### config.mk
export PLATFORM = sky130hd
export DESIGN_NAME = bram_result_reader
export DESIGN_NICKNAME = d
export VERILOG_FILES = /design/src/rtl/bram_result_reader.sv
export SDC_FILE = /design/constraint.sdc
export NUM_CORES = 1
export LEC_CHECK = 0
export ABC_AREA = 1
export CAP_MARGIN = 20
export CORE_MARGIN = 3
export CORE_UTILIZATION = 50
export CTS_BUF_LIST = sky130_fd_sc_hd__clkbuf_4
export DETAILED_ROUTE_END_ITERATION = 12
export PLACE_DENSITY = 0.73
export SLEW_MARGIN = 10
export SYNTH_ARGS = -nofsm -noshare
export SYNTH_HDL_FRONTEND = slang
export SYNTH_SLANG_ARGS = --single-unit
### constraint.sdc
create_clock -name clk -period 2.56 [get_ports clk]
set_input_delay 0.256 -clock clk [delete_from_list [all_inputs] [get_ports clk]]
set_output_delay 0.256 -clock clk [all_outputs]
set_load 0.01 [all_outputs]
### src/rtl/bram_result_reader.sv
// Streams `count` words read from BRAM port B (starting at `base`) to a valid/ready consumer.
// Optional RDR_CHECKSUM_EN adds `chk`, the XOR of all beats accepted in the current transfer.
`ifndef RDR_N
`define RDR_N 16
`endif

module bram_result_reader #(
  parameter int a    = 32,
  parameter int W    = `RDR_N * 2,
  parameter int STEP = 4
) (
  input  logic              clk,
  input  logic              rst,
  input  logic              start,
  input  logic [a-1:0]      base,
  input  logic [`RDR_N-1:0] count,
  output logic              busy,
  output logic              done,
  output logic [a-1:0]      b_addr,
  input  logic [W-1:0]      b_dout,
  output logic [7:0]        b_we,
  output logic [W-1:0]      m_data,
  output logic              m_valid,
  input  logic              m_ready,
  output logic              m_last
`ifdef RDR_CHECKSUM_EN
  , output logic [W-1:0]    chk
`endif
);

  localparam int N = `RDR_N;

  typedef enum logic [1:0] {IDLE, RUN, DRAIN} state_t;

  state_t         state;
  logic [N-1:0]   count_q;
  logic [N-1:0]   issued;
  logic [N-1:0]   accepted;
  logic [a-1:0]   next_addr;
  // v1: b_addr holds an issued read this cycle; v2: b_dout carries its data this cycle.
  logic           v1;
  logic           v2;
  logic [2:0]     fifo_cnt;
  logic [1:0]     wr_ptr;
  logic [1:0]     rd_ptr;
  logic [W-1:0]   mem [4];

  logic           push;
  logic           pop;
  logic           can_issue;
  logic           drain_done;

  assign push       = v2;
  assign pop        = m_valid & m_ready;
  assign can_issue  = (state == RUN) && (issued != count_q) &&
                      ((fifo_cnt + 3'(v1) + 3'(v2)) < 3'd4);
  assign drain_done = (state == DRAIN) && !v1 && !v2 &&
                      ((fifo_cnt == 3'd0) || ((fifo_cnt == 3'd1) && pop));

  assign b_we    = 8'h00;
  assign m_valid = (fifo_cnt != 3'd0);
  assign m_data  = m_valid ? mem[rd_ptr] : '0;
  assign m_last  = m_valid && (accepted == count_q - N'(1));

  // NOTE: FIFO storage has no reset; m_data is gated by m_valid, so stale entries are never visible.
  always_ff @(posedge clk) begin
    if (push) mem[wr_ptr] <= b_dout;
  end

  // NOTE: all state here uses non-blocking assignments, so later assignments in this block override earlier ones cleanly.
  always_ff @(posedge clk or negedge rst) begin
    if (!rst) begin
      state     <= IDLE;
      busy      <= 1'b0;
      done      <= 1'b0;
      b_addr    <= '0;
      next_addr <= '0;
      count_q   <= '0;
      issued    <= '0;
      accepted  <= '0;
      v1        <= 1'b0;
      v2        <= 1'b0;
      fifo_cnt  <= '0;
      wr_ptr    <= '0;
      rd_ptr    <= '0;
`ifdef RDR_CHECKSUM_EN
      chk       <= '0;
`endif
    end else begin
      done <= 1'b0;
      v2   <= v1;
      v1   <= 1'b0;

      if (push) wr_ptr <= wr_ptr + 2'd1;
      if (pop) begin
        rd_ptr   <= rd_ptr + 2'd1;
        accepted <= accepted + N'(1);
`ifdef RDR_CHECKSUM_EN
        chk      <= chk ^ m_data;
`endif
      end

      case ({push, pop})
        2'b10:   fifo_cnt <= fifo_cnt + 3'd1;
        2'b01:   fifo_cnt <= fifo_cnt - 3'd1;
        default: fifo_cnt <= fifo_cnt;
      endcase

      case (state)
        IDLE: begin
          if (start) begin
            busy     <= 1'b1;
            count_q  <= count;
            issued   <= '0;
            accepted <= '0;
`ifdef RDR_CHECKSUM_EN
            chk      <= '0;
`endif
            if (count == '0) begin
              state <= DRAIN;
            end else begin
              // The first read issues on the accepting edge itself.
              b_addr    <= base;
              next_addr <= base + a'(STEP);
              issued    <= N'(1);
              v1        <= 1'b1;
              state     <= (count == N'(1)) ? DRAIN : RUN;
            end
          end
        end

        RUN: begin
          if (can_issue) begin
            b_addr    <= next_addr;
            next_addr <= next_addr + a'(STEP);
            issued    <= issued + N'(1);
            v1        <= 1'b1;
            if (issued + N'(1) == count_q) state <= DRAIN;
          end
        end

        DRAIN: begin
          if (drain_done) begin
            done  <= 1'b1;
            busy  <= 1'b0;
            state <= IDLE;
          end
        end

        default: state <= IDLE;
      endcase
    end
  end

endmodule

==> results of run 1 <==
-- worst max-delay path: cells and delay by family, from the launching register on --
family                   cells  cell delay [ns]
AND/OR/NAND/NOR              5             0.57
flip-flops                   1             0.36
XOR/XNOR                     2             0.27
adder cells (fa/ha/maj)      1             0.17
buffers and inverters        3             0.35
-- area by class of cell --
type	count	area [um^2]
Multi-Input combinational cell	1046	5200
Clock inverter	17	159
Clock buffer	112	841
Antenna cell	1	2.50
Timing Repair Buffer	199	1900
Tap cell	330	413
Sequential cell	253	6980
Inverter	158	598
Fill cell	2156	9310
-- per-layer routing --
layer	wire length [um]	vias up	global-route usage, %	share of wire [%]
li1	-	5374	-	-
met1	13900	4982	29.8	44
met2	15500	309	37.9	48
met3	1890	64	4.49	5.9
met4	689	0	6.83	2.2
met5	0	-	0	0
-- how the worst max path moves through the flow --
| stage | startpoint | end | slack, ns | depth (start not counted) |
|---|---|---|---|---|
| floorplan | state[1] | next_addr[20] | 0.52 | 17 |
| global placement | count_q[0] | m_last | 0.10 | 11 |
| detailed placement | count_q[0] | m_last | 0.13 | 11 |
| CTS | count_q[1] | m_last | -0.11 | 11 |
| global route | count_q[4] | m_last | -0.21 | 10 |
| finish | count_q[1] | m_last | -0.07 | 11 |
-- cells by family after synthesis --
logic type | count (synthesis)
other | 1
flip-flops | 253
AO/OA/AOI/OAI | 257
AND/OR/NAND/NOR | 698
buffers and inverters | 223
adder cells (fa/ha/maj) | 14
XOR/XNOR | 69
-- power by group through the flow --
| stage | Combinational [W] | Sequential (W) | Clock, W |
|---|---|---|---|
| 3_3_place_gp | 0.00885 | 0.00649 | 0 |
| 6_report | 0.00893 | 0.00649 | 0.00402 |
| 5_1_grt | 0.0100 | 0.00665 | 0.00436 |
| 2_1_floorplan | 0.00564 | 0.00646 | 0 |
| 4_1_cts | 0.00882 | 0.00647 | 0.00414 |
| 3_5_place_dp | 0.00900 | 0.00653 | 0 |
-- sequential cells by signal (all words and copies together), names as in the netlist --
name,cells
issued,16
busy,1
b_addr,32
push,1
state,2
count_q,16
accepted,16
done,1
mem,128
next_addr,32
rd_ptr,2
v1,1
wr_ptr,2
fifo_cnt,3
-- stage by stage --
stage,cell area (um^2),setup TNS [ns]
final,16100,-0.0741
after global routing,16100,-0.250
after detailed placement,15000,0
after global placement,15000,0
after floorplan,13100,0
after CTS,16000,-0.109
-- repair_timing --
action / CTS / global route
cloned: 0 / 0
buffers inserted: 1 / 5
hold buffers: 1 / 0
gates resized for setup: 51 / 17
hold endpoints to repair: 47 / 0
setup endpoints to repair: 33 / 33
pin swaps: 4 / 10
-- synthesized netlist by cell type, drive strengths merged --
master	number
nor3b	1
nand2	327
a21oi	45
clkinv	3
nand3b	1
inv	155
nand3	68
and2	1
nand4	17
a211oi	1
o21bai	1
dfrtp	125
ha	14
conb	1
xor2	55
edfxtp	128
o21a	4
nor4	2
nor2	264
xnor2	14
buf	40
clkbuf	25
o211ai	4
o22ai	1
nor3	13
a31oi	3
a21o	1
or2	4
o21ai	197
==> results_dict.tcl, run 1 <==
set metrics [dict create \
    cap_viol_max_count 0 \
    finalPower_w 0.0194 \
    yosys.cell_types.count 47 \
    avgSynthCellArea_um2 8.60 \
    power_frac_comb_pct 45.9 \
    synthMuxAreaShare_pct 0 \
    avgViaCountPerCell 5.07 \
    synth_area_leaders "edfxtp_1 29%, dfrtp_1 24%, nand2_1 9.0%, nor2_1 7.3%, o21ai_0 6.3%" \
    seqPwrFrac_pct 33.4 \
    grt_pass1_vias 10623 \
    syn_inst 1515 \
    rsz0062_at_grt "yes" \
    synthAdderAreaFrac_pct 1.34 \
    pre_cts_slack_ns 0.133 \
    vias 10729 \
    grt_start_max_net_pins 55 \
    ys_seq_area_share_pct 53.5 \
    clock_path_buffers 3 \
    power_switching_w 0.00794 \
    pwr-share-clk_pct 20.7 \
    startpoint_type "flip-flop" \
    wl_um 32000 \
    hold_viol_final 0 \
    antenna_found_initial 1 \
    p_int_w 0.0115 \
    setup_slack_ns -0.0741 \
    io_buffers 151 \
    worst_ep_required_time_ns 2.30 \
    r2r-end "next_addr[2]" \
    critPathKind "flip-flop to output port" \
    yosys.area.top_type "edfxtp_1" \
    die_height_um 167 \
    crit_path_max_incr_delay_ns 0.36 \
    numCtsBuffers 71 \
    drc 0 \
    peakVddDrop_v 0.000782 \
    worstPathArrival_ns 2.38 \
    die_w_um 167 \
    p_sw_share_pct 40.8 \
    setup_viol 1 \
    clk_latency_ns 0.70 \
    crit_top_cell "nor2_1" \
    synthSimpleGateAreaFrac_pct 22.4 \
    ff2ff_setup_slack_ns 0.21 \
    fin_cells 2116 \
    core_um2 25400 \
    first_iter_violations 739 \
    end_kind "output port" \
    grt_usage_pct 22.6 \
    ys_ff_latch 253 \
    final_util_pct 63.4 \
    initial_core_util_pct 51.3 \
    cp_slowest_cell "dfrtp_1" \
    crit_chain "inv_2, ha_4, buf_4, xnor2_2, xor2_1, nor2_1, nand3_1, nor2_1, nand4_1, nor2_1, buf_2" \
    leakage_nw 6.96 \
    tritoncts "yes" \
    antenna_left 0 \
    finalCriticalPeriod_ns 2.63 \
    power_density_nw_per_um2 1210 \
    gp_congestion 0.925 \
    ios 160 \
    fin_crit_sh_pct 103 \
    num_rows 58 \
    fin_skew_ns 0.0535 \
    dp_cells 1979 \
    grt_pass1_wl_um 52000 \
    dp_hpwl_um 21500 \
    synth_warnings 0 \
    status "complete, but fails checks" \
    cts_max_level 3 \
    syn-cell-area_um2 13000 \
    final_nets 1827 \
    violations "negative setup slack" \
    drive_gt1_share_pct 13.8 \
    fin_hold_ws_ns 0.103 \
    crit_fanout 3 \
    drt_pass1_iterations 7 \
    min_path_type "input port to asynchronous set/reset pin" \
    synth_top_area_share_pct 29.5 \
    synth_top_family_by_area "simple AND/OR/NAND/NOR gates" \
    clock_sinks 253 \
    die_area_um2 28000 \
    r2r_start "fifo_cnt[0]" \
    relSlewSlack_pct 61.0 \
    grt_overflow_total 0 \
    synth-compound-area-share_pct 10.7 \
    fmax_ghz 0.380 \
    wl_per_cell_um 15.1 \
    mostFrequentLayoutCells "312 x nand2_1, 248 x nor2_1, 163 x o21ai_0, 141 x inv_1, 128 x edfxtp_1" \
    rr_worst_depth 11 \
    mostFrequentLayoutCell "nand2_1" \
    worst-slew-pin-transition_ns 0.579 \
    drv_slew 0 \
    synth-xor-area-share_pct 4.64 \
    cts-root-buf "clkbuf_4" \
    areaGrowthSynthToFinish_pct 23.5 \
    cts.clk_slew.worst_paths_ns 0.06 \
]
No activity file was read; power rests on OpenSTA's default activity.
==> run 2: changes to the inputs <==
PLACE_DENSITY = not set   (was 0.73)
PLACE_DENSITY_LB_ADDON = 0.25   (was not set)
clock period = 2.4 ns   (was 2.56 ns; I/O delays follow)
==> run 2 against run 1 <==
The flow still finishes with violations (negative setup slack). Combinational power rose by 27%. Routed wire length is 8.5% higher. Global-route usage rose by 1.6 points. Clock skew grew 0.014 ns. Flip-flop and latch count stayed put. Sequential power up 6.3%. Sequential share of layout area decreased by 1.3 points. Utilization is 1.9 points higher. First-iteration DRC count is 4.9% lower. Via count rose by 3.9%.
==> results_dict.tcl, run 2 (same netlist as run 1, synthesis figures left out) <==
set metrics [dict create \
    finalPower_w 0.0220 \
    grt_start_max_net_pins 126 \
    rsz0062_at_grt "yes" \
    drc 0 \
    drt_pass1_iterations 5 \
    startpoint "fifo_cnt[1]" \
    rr_worst_depth 13 \
    fin_crit_sh_pct 108 \
    grt_pass1_vias 11131 \
    final_nets 1868 \
    antenna_left 0 \
    largest_reg_flops 128 \
    clock_path_buffers 3 \
    die_height_um 167 \
    vias 11146 \
    end_kind "output port" \
    cts.clk_slew.worst_paths_ns 0.06 \
    cp_slowest_cell "dfrtp_1" \
    setup_slack_ns -0.187 \
    die_area_um2 28000 \
    wl_um 34700 \
    fmax_ghz 0.386 \
    top_register "mem" \
    cp.buffers_inverters 3 \
    cap_viol_max_count 0 \
    cts-root-buf "clkbuf_4" \
    clk_latency_ns 0.70 \
    antenna_found_initial 1 \
    power_density_nw_per_um2 1330 \
    core_um2 25400 \
    ff2ff_setup_slack_ns 0.08 \
    hold_viol_final 0 \
    crit_family "simple AND/OR/NAND/NOR gates" \
    clock_sinks 253 \
    crit_fanout 3 \
    initial_core_util_pct 51.3 \
    r2r-end "issued[3]" \
    crit_path_max_incr_delay_ns 0.34 \
    avgViaCountPerCell 5.18 \
    r2r_start "fifo_cnt[0]" \
    worst_ep_required_time_ns 2.16 \
    crit_end "m_last" \
    finalSetupTns_ns -0.187 \
    relSlewSlack_pct 47.8 \
    fin_cells 2153 \
    leakage_nw 7.17 \
    worst-path-stages 12 \
    num_rows 58 \
    violations "negative setup slack" \
    areaGrowthSynthToFinish_pct 27.2 \
    setup_viol 1 \
    crit_top_cell "nor2_1" \
    critPathKind "flip-flop to output port" \
    largestRegisters "mem: 128 flops, b_addr: 32 flops, next_addr: 32 flops" \
    die_w_um 167 \
    dp_cells 1993 \
    cts_max_level 3 \
    peakVddDrop_v 0.000612 \
    worstPathArrival_ns 2.35 \
    fin_skew_ns 0.0678 \
    gp_congestion 0.916 \
    ios 160 \
    grt_pass1_wl_um 55200 \
    drv_slew 0 \
    fin_hold_ws_ns 0.154 \
    mostFrequentLayoutCell "nand2_1" \
    startpoint_type "flip-flop" \
    worst-slew-pin-transition_ns 0.783 \
    tritoncts "yes" \
    final_util_pct 65.3 \
    crit_chain "inv_1, ha_2, nand2_2, inv_2, a21oi_2, o211ai_1, nor2_1, nand3_1, nor2_2, nand4_1, nor2_1, buf_2" \
    finalCriticalPeriod_ns 2.59 \
    first_iter_violations 703 \
    grt_usage_pct 24.1 \
    dp_hpwl_um 21400 \
    io_buffers 151 \
    status "complete, but fails checks" \
    drive_gt1_share_pct 18.1 \
    numCtsBuffers 69 \
    wl_per_cell_um 16.1 \
    mostFrequentLayoutCells "310 x nand2_1, 243 x nor2_1, 140 x inv_1, 128 x edfxtp_1, 124 x dfrtp_1" \
    grt_overflow_total 0 \
    min_path_type "input port to asynchronous set/reset pin" \
]
[run 2: cell types whose count changed in the layout (fill, tap and decap cells not counted), sizes merged]
cell	previous run	this run
buf	49	108
dlygate4sd2	32	1
clkinv	14	25
bufinv	3	1
clkbuf	112	110
clkinvlp	1	3
bufbuf	0	1
clkdlybuf4s15	0	1
clkdlybuf4s50	117	116
inv	157	156
[run 2: final cells by class]
cell class | count | area [um^2]
clock buffer | 96 | 721
clock inverter | 27 | 146
sequential | 253 | 6970
multi-input combinational | 1046 | 5330
timing repair buffer | 242 | 2400
tap | 330 | 413
inverter | 158 | 599
antenna | 1 | 2.50
fill | 2121 | 8820
[run 2: worst min-delay path by stage]
stage / to / slack, ns / cells after the start
after CTS: count_q[8] / 0.13 / 3
after global routing: count_q[15] / 0.16 / 3
after detailed placement: accepted[13] / 0.40 / 2
after global placement: push / 0.39 / 0
final: accepted[13] / 0.15 / 3
after floorplan: accepted[0] / -0.06 / 0
[run 2: repair_timing]
item	4_1_cts	5_1_grt
buffers inserted	15	10
endpoints found under the setup margin	33	52
endpoints found under the hold margin	125	0
gates cloned	6	5
pin swaps	16	10
hold buffers	1	0
gates resized for setup	191	51
[run 2: metal layers]
| layer | routed length (um) | share of wire, % | up-vias | GRT usage [%] |
|---|---|---|---|---|
| met5 | 0 | 0 | - | 0 |
| li1 | - | - | 5471 | - |
| met3 | 2180 | 6.3 | 88 | 4.75 |
| met1 | 14900 | 43 | 5214 | 32.0 |
| met4 | 1110 | 3.2 | 0 | 9.36 |
| met2 | 16500 | 48 | 373 | 39.5 |
[run 2: per-stage QoR]
stage	setup slack, ns	area (um^2)
floorplan	0.356	13100
CTS	-0.188	16300
global route	-0.377	16600
global placement	-0.00216	15100
detailed placement	-0.0391	15100
finish	-0.187	16600
[run 2: worst reg2reg max path: stages (launching register included)]
cell,delay [ns]
dfrtp_1,0.39
buf_4,0.14
buf_4,0.15
ha_4,0.23
a21o_1,0.16
nand3_1,0.06
nand2_1,0.07
nor2_2,0.17
nand2_2,0.10
nand2_4,0.08
nand2_4,0.07
nor2_4,0.28
clkbuf_16,0.21
o21ai_0,0.07
[run 2: report_power, final]
| part | internal, W | switching, W |
|---|---|---|
| clock | 0.00198 | 0.00183 |
| combinational | 0.00479 | 0.00652 |
| sequential | 0.00609 | 0.000810 |
| total | 0.0129 | 0.00916 |
==> run 3: changes to the inputs <==
HOLD_SLACK_MARGIN = 0.12   (was not set)
==> results of run 3 <==
No change in the layout: final DEF, timing and power equal those of run 2.
